==> src/rtl/mem_access_stage.sv <==
// rtl/mem_access_stage.sv - data-memory access pipeline stage with lane steering and load extension
//
// Sits between EX and WB. An ALU result passes straight to the writeback
// registers one cycle later. A load or store is latched, held on the memory
// port until mem_ready, and its result is delivered as a one-cycle WB packet.
// stall_out freezes upstream while an access is outstanding.
//
// Ports:
//   clk, rst                          clock, synchronous active-high reset
//   valid_in, alu_out, store_data,    EX result and load/store control
//   mem_read, mem_write, funct3,
//   rd_in, reg_write_in
//   stall_out                         upstream hold (high while BUSY)
//   mem_req, mem_we, mem_addr,        data-memory request side
//   mem_wdata, mem_be
//   mem_ready, mem_rdata              data-memory response side
//   valid_out, wb_data, wb_rd,        registered writeback packet
//   wb_reg_write
//
// Optional feature macro: MEM_MISALIGN_TRAP_EN
//   Adds misalign_trap / trap_addr, pulsed with valid_out on a misaligned access.
//   Without it a misaligned access is dropped (valid_out with wb_reg_write=0).

module mem_access_stage #(
  parameter int XLEN = 32,
  parameter int REGW = 5
) (
  input  logic            clk,
  input  logic            rst,
  input  logic            valid_in,
  input  logic [XLEN-1:0] alu_out,
  input  logic [XLEN-1:0] store_data,
  input  logic            mem_read,
  input  logic            mem_write,
  input  logic [2:0]      funct3,
  input  logic [REGW-1:0] rd_in,
  input  logic            reg_write_in,
  output logic            stall_out,
  output logic            mem_req,
  output logic            mem_we,
  output logic [XLEN-1:0] mem_addr,
  output logic [XLEN-1:0] mem_wdata,
  output logic [3:0]      mem_be,
  input  logic            mem_ready,
  input  logic [XLEN-1:0] mem_rdata,
  output logic            valid_out,
  output logic [XLEN-1:0] wb_data,
  output logic [REGW-1:0] wb_rd,
  output logic            wb_reg_write
`ifdef MEM_MISALIGN_TRAP_EN
  ,
  output logic            misalign_trap,
  output logic [XLEN-1:0] trap_addr
`endif
);

  typedef enum logic {IDLE, BUSY} state_t;

  state_t          state_q, state_d;
  logic [XLEN-1:0] addr_q, addr_d;
  logic [XLEN-1:0] wdata_q, wdata_d;
  logic [3:0]      be_q, be_d;
  logic            we_q, we_d;
  logic [2:0]      f3_q, f3_d;
  logic [REGW-1:0] rd_q, rd_d;
  logic            rw_q, rw_d;
  logic            valid_q, valid_d;
  logic [XLEN-1:0] wb_data_q, wb_data_d;
  logic [REGW-1:0] wb_rd_q, wb_rd_d;
  logic            wb_rw_q, wb_rw_d;
  logic            trap_q, trap_d;
  logic [XLEN-1:0] trap_addr_q, trap_addr_d;

  logic            is_mem;
  logic            misaligned;
  logic [3:0]      be_new;
  logic [XLEN-1:0] wdata_new;
  logic [XLEN-1:0] rdata_shifted;
  logic [XLEN-1:0] load_val;

  assign is_mem = mem_read | mem_write;

  // Lane selection for the incoming access; funct3[1:0] picks the size,
  // and any encoding other than B/H is treated as a word.
  always_comb begin
    misaligned = 1'b0;
    be_new     = 4'b1111;
    wdata_new  = store_data;
    case (funct3[1:0])
      2'b00: begin
        be_new    = 4'b0001 << alu_out[1:0];
        wdata_new = {4{store_data[7:0]}};
      end
      2'b01: begin
        misaligned = alu_out[0];
        be_new     = alu_out[1] ? 4'b1100 : 4'b0011;
        wdata_new  = {2{store_data[15:0]}};
      end
      default: begin
        misaligned = |alu_out[1:0];
      end
    endcase
  end

  // Bring the addressed byte/half down to bit 0, then extend; funct3[2] = unsigned.
  assign rdata_shifted = mem_rdata >> {addr_q[1:0], 3'b000};

  always_comb begin
    case (f3_q[1:0])
      2'b00:   load_val = {{24{rdata_shifted[7] & ~f3_q[2]}}, rdata_shifted[7:0]};
      2'b01:   load_val = {{16{rdata_shifted[15] & ~f3_q[2]}}, rdata_shifted[15:0]};
      default: load_val = mem_rdata;
    endcase
  end

  always_comb begin
    state_d     = state_q;
    addr_d      = addr_q;
    wdata_d     = wdata_q;
    be_d        = be_q;
    we_d        = we_q;
    f3_d        = f3_q;
    rd_d        = rd_q;
    rw_d        = rw_q;
    valid_d     = 1'b0;
    wb_data_d   = wb_data_q;
    wb_rd_d     = wb_rd_q;
    wb_rw_d     = wb_rw_q;
    trap_d      = 1'b0;
    trap_addr_d = trap_addr_q;
    case (state_q)
      IDLE: begin
        if (valid_in) begin
          if (!is_mem) begin
            valid_d   = 1'b1;
            wb_data_d = alu_out;
            wb_rd_d   = rd_in;
            wb_rw_d   = reg_write_in;
          end else if (misaligned) begin
            // No memory side effect; retire with writeback suppressed.
            valid_d     = 1'b1;
            wb_data_d   = alu_out;
            wb_rd_d     = rd_in;
            wb_rw_d     = 1'b0;
            trap_d      = 1'b1;
            trap_addr_d = alu_out;
          end else begin
            state_d = BUSY;
            addr_d  = alu_out;
            wdata_d = wdata_new;
            be_d    = be_new;
            we_d    = mem_write;  // store wins when both read and write are set
            f3_d    = funct3;
            rd_d    = rd_in;
            rw_d    = reg_write_in;
          end
        end
      end
      BUSY: begin
        if (mem_ready) begin
          state_d   = IDLE;
          valid_d   = 1'b1;
          wb_rd_d   = rd_q;
          wb_data_d = we_q ? addr_q : load_val;
          wb_rw_d   = we_q ? 1'b0 : rw_q;
        end
      end
      default: state_d = IDLE;
    endcase
  end

  always_ff @(posedge clk) begin
    if (rst) begin
      state_q     <= IDLE;
      addr_q      <= '0;
      wdata_q     <= '0;
      be_q        <= '0;
      we_q        <= 1'b0;
      f3_q        <= '0;
      rd_q        <= '0;
      rw_q        <= 1'b0;
      valid_q     <= 1'b0;
      wb_data_q   <= '0;
      wb_rd_q     <= '0;
      wb_rw_q     <= 1'b0;
      trap_q      <= 1'b0;
      trap_addr_q <= '0;
    end else begin
      state_q     <= state_d;
      addr_q      <= addr_d;
      wdata_q     <= wdata_d;
      be_q        <= be_d;
      we_q        <= we_d;
      f3_q        <= f3_d;
      rd_q        <= rd_d;
      rw_q        <= rw_d;
      valid_q     <= valid_d;
      wb_data_q   <= wb_data_d;
      wb_rd_q     <= wb_rd_d;
      wb_rw_q     <= wb_rw_d;
      trap_q      <= trap_d;
      trap_addr_q <= trap_addr_d;
    end
  end

  assign stall_out    = (state_q == BUSY);
  assign mem_req      = stall_out;
  assign mem_we       = stall_out & we_q;
  assign mem_be       = stall_out ? be_q : 4'b0000;
  assign mem_addr     = {addr_q[XLEN-1:2], 2'b00};
  assign mem_wdata    = wdata_q;
  assign valid_out    = valid_q;
  assign wb_data      = wb_data_q;
  assign wb_rd        = wb_rd_q;
  assign wb_reg_write = wb_rw_q;

`ifdef MEM_MISALIGN_TRAP_EN
  assign misalign_trap = trap_q;
  assign trap_addr     = trap_addr_q;
`endif

endmodule

==> config.mk <==
export PLATFORM = sky130hd
export DESIGN_NAME = mem_access_stage
export DESIGN_NICKNAME = d
export VERILOG_FILES = /design/src/rtl/mem_access_stage.sv
export SDC_FILE = /design/constraint.sdc
export NUM_CORES = 1
export LEC_CHECK = 0
export ABC_AREA = 0
export CAP_MARGIN = 15
export CORE_UTILIZATION = 35
export CTS_BUF_LIST = sky130_fd_sc_hd__clkbuf_16
export DETAILED_ROUTE_END_ITERATION = 10
export DONT_BUFFER_PORTS = 1
export GPL_TIMING_DRIVEN = 0
export SLEW_MARGIN = 5
export SYNTH_ARGS = -nofsm -noshare
export SYNTH_HDL_FRONTEND = slang
export SYNTH_SLANG_ARGS = --single-unit
==> constraint.sdc <==
create_clock -name clk -period 4.85 [get_ports clk]
set_input_delay 0.7275 -clock clk [delete_from_list [all_inputs] [get_ports clk]]
set_output_delay 0.7275 -clock clk [all_outputs]
set_load 0.005 [all_outputs]
# Word level (Yosys, flattened, before mapping)
# Cells that the tools add are included.
# totals
output_inout_bits	110
in_bits	111
ff_bits	118
wordCells	64
# classes
n_eq_ne	5
muxes	33
shifts	2
bitwise	7
n_reduce_logical	5
# op_table
cell	count
32-bit one-hot mux with 2 select lines	3
32-bit two-way mux	5
32-bit by 5-bit right shift with 16-bit output	1
5-bit two-way mux	4
1-bit two-way mux	13
5-bit one-hot mux with 2 select lines	1
4-bit two-way mux	2
1-bit one-hot mux with 2 select lines	4
4-bit one-hot mux with 2 select lines	1
2-bit by 1-bit equality test with 1-bit output, second input constant	2
2-bit logical NOT	2
2-bit inequality test, second input constant	2
4-bit AND reduction	1
1-bit by 2-bit left shift with 4-bit output, first input constant	1
1-bit AND	3
3-bit inequality test, second input constant	1
1-bit NOT	3
3-bit AND reduction	1
2-bit OR reduction	1
1-bit bitwise OR	1

# Longest topological paths before layout
# logic_depth
depth_word	6
ltp_mapped	7
depth_no_buf	4

# Worst setup path after synthesis
# No wires, ideal clock.
# synth_path
path_type	input -> register
startpoint	input port mem_rdata[31]
endpoint	register wb_data_q[8], in the netlist wb_data[8]
required_ns	4.708
n_path_buf	0
setup_time_ns	0.142
t_arrival_ns	1.879
path_slack_ns	2.829
stages	4
path_cell_list	mux4_2 -> a21o_4 -> a2111oi_2 -> o32ai_1
# synth_via
elab_chain_cells	6
# synth_rtl
item	line_no	text
from (decl)	45	input logic [XLEN-1:0] mem_rdata,
32-bit by 5-bit right shift with 16-bit output	106	assign rdata_shifted = mem_rdata >> {addr_q[1:0], 3'b000};
1-bit AND	110	2'b00: load_val = {{24{rdata_shifted[7] & ~f3_q[2]}}, rdata_shifted[7:0]};
32-bit one-hot mux with 2 select lines	109	case (f3_q[1:0])
32-bit two-way mux	164	wb_data_d = we_q ? addr_q : load_val;
32-bit two-way mux	160	if (mem_ready) begin
32-bit one-hot mux with 2 select lines	131	case (state_q)
to (signal assigned)	198	wb_data_q <= wb_data_d;
to (decl)	68	logic [XLEN-1:0] wb_data_q, wb_data_d;
# No other way between the ends. The select of a mux whose other input is x is not followed.
# A chain may end at the register's enable or synchronous reset.

# Worst setup path in the final report
# layout_path
startpoint	register state_q, in the netlist mem_req
endpoint	output port mem_be[3]
# layout_via
elab_chain_cells	1
# layout_rtl
item	line_no	text
from (decl)	59	state_t state_q, state_d;
from (signal assigned)	189	state_q <= state_d;
4-bit two-way mux	209	assign mem_be = stall_out ? be_q : 4'b0000;
to (decl)	43	output logic [3:0] mem_be,
# No other way between the ends.

==> run_results.csv <==
group,metric,value,unit
timing,setup_viol,0,
yosys,postSynthCellCount,768,
clock_tree,cts_tree,"done",
critical_path,cp_slowest_cell,"dfxtp_1",
drt,detail-route-antenna-nets,0,
placed_design,placed_cells,994,
power,switchingPower,0.758,mW
yosys,ys_seq_elements,118,
critical_path,crit_chain,"buf_2, clkbuf_1, and2_1",
grt,grt_pass1_vias,5376,
grt,overflow,0,
worst_hold_path,worstHoldStart,"alu_out[20]",
timing,setup_tns,0,ns
yosys,synth_top_area_cell,"dfxtp_1",
timing,rsz0062_at_grt,"no",
timing,hold_viol_final,0,
critical_path,worstPathRequired,4.12,ns
placed_design,routabilityCongestion,0.954,
floorplanning,num_rows,48,
critical_path,critPathArrivalTime,1.83,ns
drt,num_vias,5813,
timing,drv_slew,0,
floorplanning,die_y,136,µm
final_layout,fin_nets,899,
yosys,ys.flop_type,"dfxtp_1",
clock_tree,clock-root-buffer,"clkbuf_16",
yosys,syn_area,6270,µm²
power,internal-power,2.09,mW
drt,viasPerCell,5.67,
drt,wire_per_inst,22.3,µm
floorplanning,ios,221,
clock_tree,clk-insertion-delay-late,0.43,ns
clock_tree,h-tree-depth,4,
final_layout,area_growth_syn_to_layout,14.6,%
grt,antenna_found_initial,0,
yosys,synthMostInstantiatedCell,"nand2_1",
clock_tree,holdBufCountCts,0,
grt,grt_usage,24.7,%
final_layout,final_cells,1025,
timing,final.min_clock_period,2.56,ns
flow_run,cap_violations,0,
grt,grt_max_degree,17,
yosys,synth_cell_type_count,53,
floorplanning,fp.dieW,136,µm
timing,finalClockSkew,0.00935,ns
critical_path,cpPeakStageDelay,0.51,ns
yosys,yosysTopAreaCellShare,37.7,%
clock_tree,cts_num_sinks,118,
timing,max-slew-margin-rel,50.3,%
power,p_sw_share,26.6,%
clock_tree,postCtsResizedCells,0,
power,irDropWorstVdd,0.241,mV
power,seq_power_share,38.4,%
yosys,synth.area.top_cells,"dfxtp_1, nand2_1, mux2i_1",
drt,dr.pass1.iters,5,
yosys,synthArstFlopShare,0,%
drt,drc,0,
clock_tree,cts.clk_slew.worst_paths,0.06,ns
yosys,ys_seq_area_share,37.7,%
critical_path,rr_startpoint,"mem_req",
floorplanning,die_area,18400,µm²
critical_path,crit_path_max_fanout,10,
final_layout,seq_area,2360,µm²
critical_path,end_kind,"primary output",
worst_hold_path,hp-class,"input port to register",
yosys,avgSynthCellArea,8.16,µm²
critical_path,timing_worst_setup_path_type,"register to primary output",
clock_tree,cts_made_buffers,17,
final_layout,drive_gt1_share,13.8,%
timing,tightestPinTransition,0.745,ns
power,p_per_area,397,nW/µm²
critical_path,cp-startpoint,"mem_req",
timing,fin_crit_sh,52.7,%
clock_tree,cts_setup_buffers,0,
power,power,2.85,mW
critical_path,cp_top_family,"buffers and inverters",
placed_design,portBuffers,0,
status,status,"finished, final reports clean",
floorplanning,core_area,17400,µm²
yosys,netlist_top_cells_count,"nand2_1, dfxtp_1, a21oi_1, clkbuf_1, mux2i_1",
grt,grt_pass1_wl,33.5,mm
yosys,synth_edf_count,0,
final_layout,multi_input_area,3280,µm²
timing,clock.fmax,391,MHz
placed_design,dpl.hpwl,17.3,mm
power,p_clk_share,48.6,%
drt,routed_wl,22.8,mm
floorplanning,initial_utilization,36.0,%
critical_path,crit_path_start_kind,"register",
timing,whs,0.428,ns
power,p_leak,2.71,nW
yosys,yosysWarningCount,0,
power,combPwrFrac,13.0,%
clock_tree,cts_buffer_depth,2,
final_layout,fillCellCount,1828,
critical_path,worst-path-buf-inv,2,
final_layout,diodes,0,
drt,drtIter0Drc,411,
[worst paths after layout]
kind,endpoint,slack [ns],cells after the start
max,mem_be[3],2.29,3
min,addr_q[20],0.43,2
max reg2reg,wb_data[5],2.55,6
min reg2reg,rd_q[2],0.45,2
[layout make-up]
type / instances / area share, %
buffer: 99 / 7.61
tap: 225 / 3.92
inverter: 22 / 1.15
clock inverter: 14 / 2.87
multi-input combinational: 530 / 45.6
clock buffer: 17 / 5.92
sequential: 118 / 32.9
[registers in the layout, indices dropped and copies added (netlist names)]
register,count
rw_q,1
rd_q,5
mem_req,1
be_q,4
f3_q,3
wb_rd,5
valid_out,1
wb_reg_write,1
addr_q,32
wb_data,32
mem_wdata,32
we_q,1
[cells by family (layout without fill, tap and decap cells)]
family          Yosys count  after routing  share of synthesized area (%)
xor+xnor                  1              1                          0.140
buf+inv                 121            152                           10.0
other cells               1              2                         0.0598
mux                      45             45                           7.41
simple gates            255            255                           18.2
compound gates          227            227                           26.5
flops                   118            118                           37.7
[cell usage in the layout, fill, tap and decap left out, types with 2 or more instances in the layout]
cell type and count:
nand3_1 4, o311ai_0 2, and2_1 6, clkinvlp_4 2
o2bb2ai_1 2, nand2b_1 37, clkinv_2 4, buf_6 3
a21oi_1 77, a311oi_1 17, mux2i_1 43, buf_4 33
dfxtp_1 118, a2111oi_2 17, o211ai_1 9, inv_1 20
a211oi_1 19, clkbuf_16 17, nor3_1 15, o21ba_2 2
clkinv_1 2, nand2_1 141, clkbuf_1 45, inv_6 2
bufinv_16 5, o21a_1 9, o21ai_0 25, o221ai_1 7
a2111oi_0 5, o32ai_1 13, a22oi_1 15, conb_1 2
buf_1 3, nor2_1 42, buf_2 14
[power groups by stage]
| stage | logic, mW | clock network (mW) | registers [mW] |
|---|---|---|---|
| after floorplan | 0.286 | 0 | 1.09 |
| after global placement | 0.362 | 0 | 1.11 |
| after detailed placement | 0.366 | 0 | 1.11 |
| after CTS | 0.367 | 1.39 | 1.09 |
| after global routing | 0.405 | 1.45 | 1.10 |
| final | 0.370 | 1.39 | 1.09 |
[through the flow]
step / setup WS [ns] / utilization (%) / area [µm²]
2_1_floorplan: 2.83 / - / 6270
3_3_place_gp: 2.43 / 37.6 / 6550
3_5_place_dp: 2.39 / 37.6 / 6550
4_1_cts: 2.27 / 41.3 / 7180
5_1_grt: 2.14 / 41.3 / 7180
6_report: 2.29 / 41.3 / 7180
[metal layers]
metal	GRT usage [%]	share of wire [%]	vias to the layer above
met2	37.8	45	276
met3	10.8	12	48
met1	30.2	40	2749
met4	9.55	2.6	0
met5	0	0	-
li1	-	-	2740
Power figures use the tool's default switching activity.
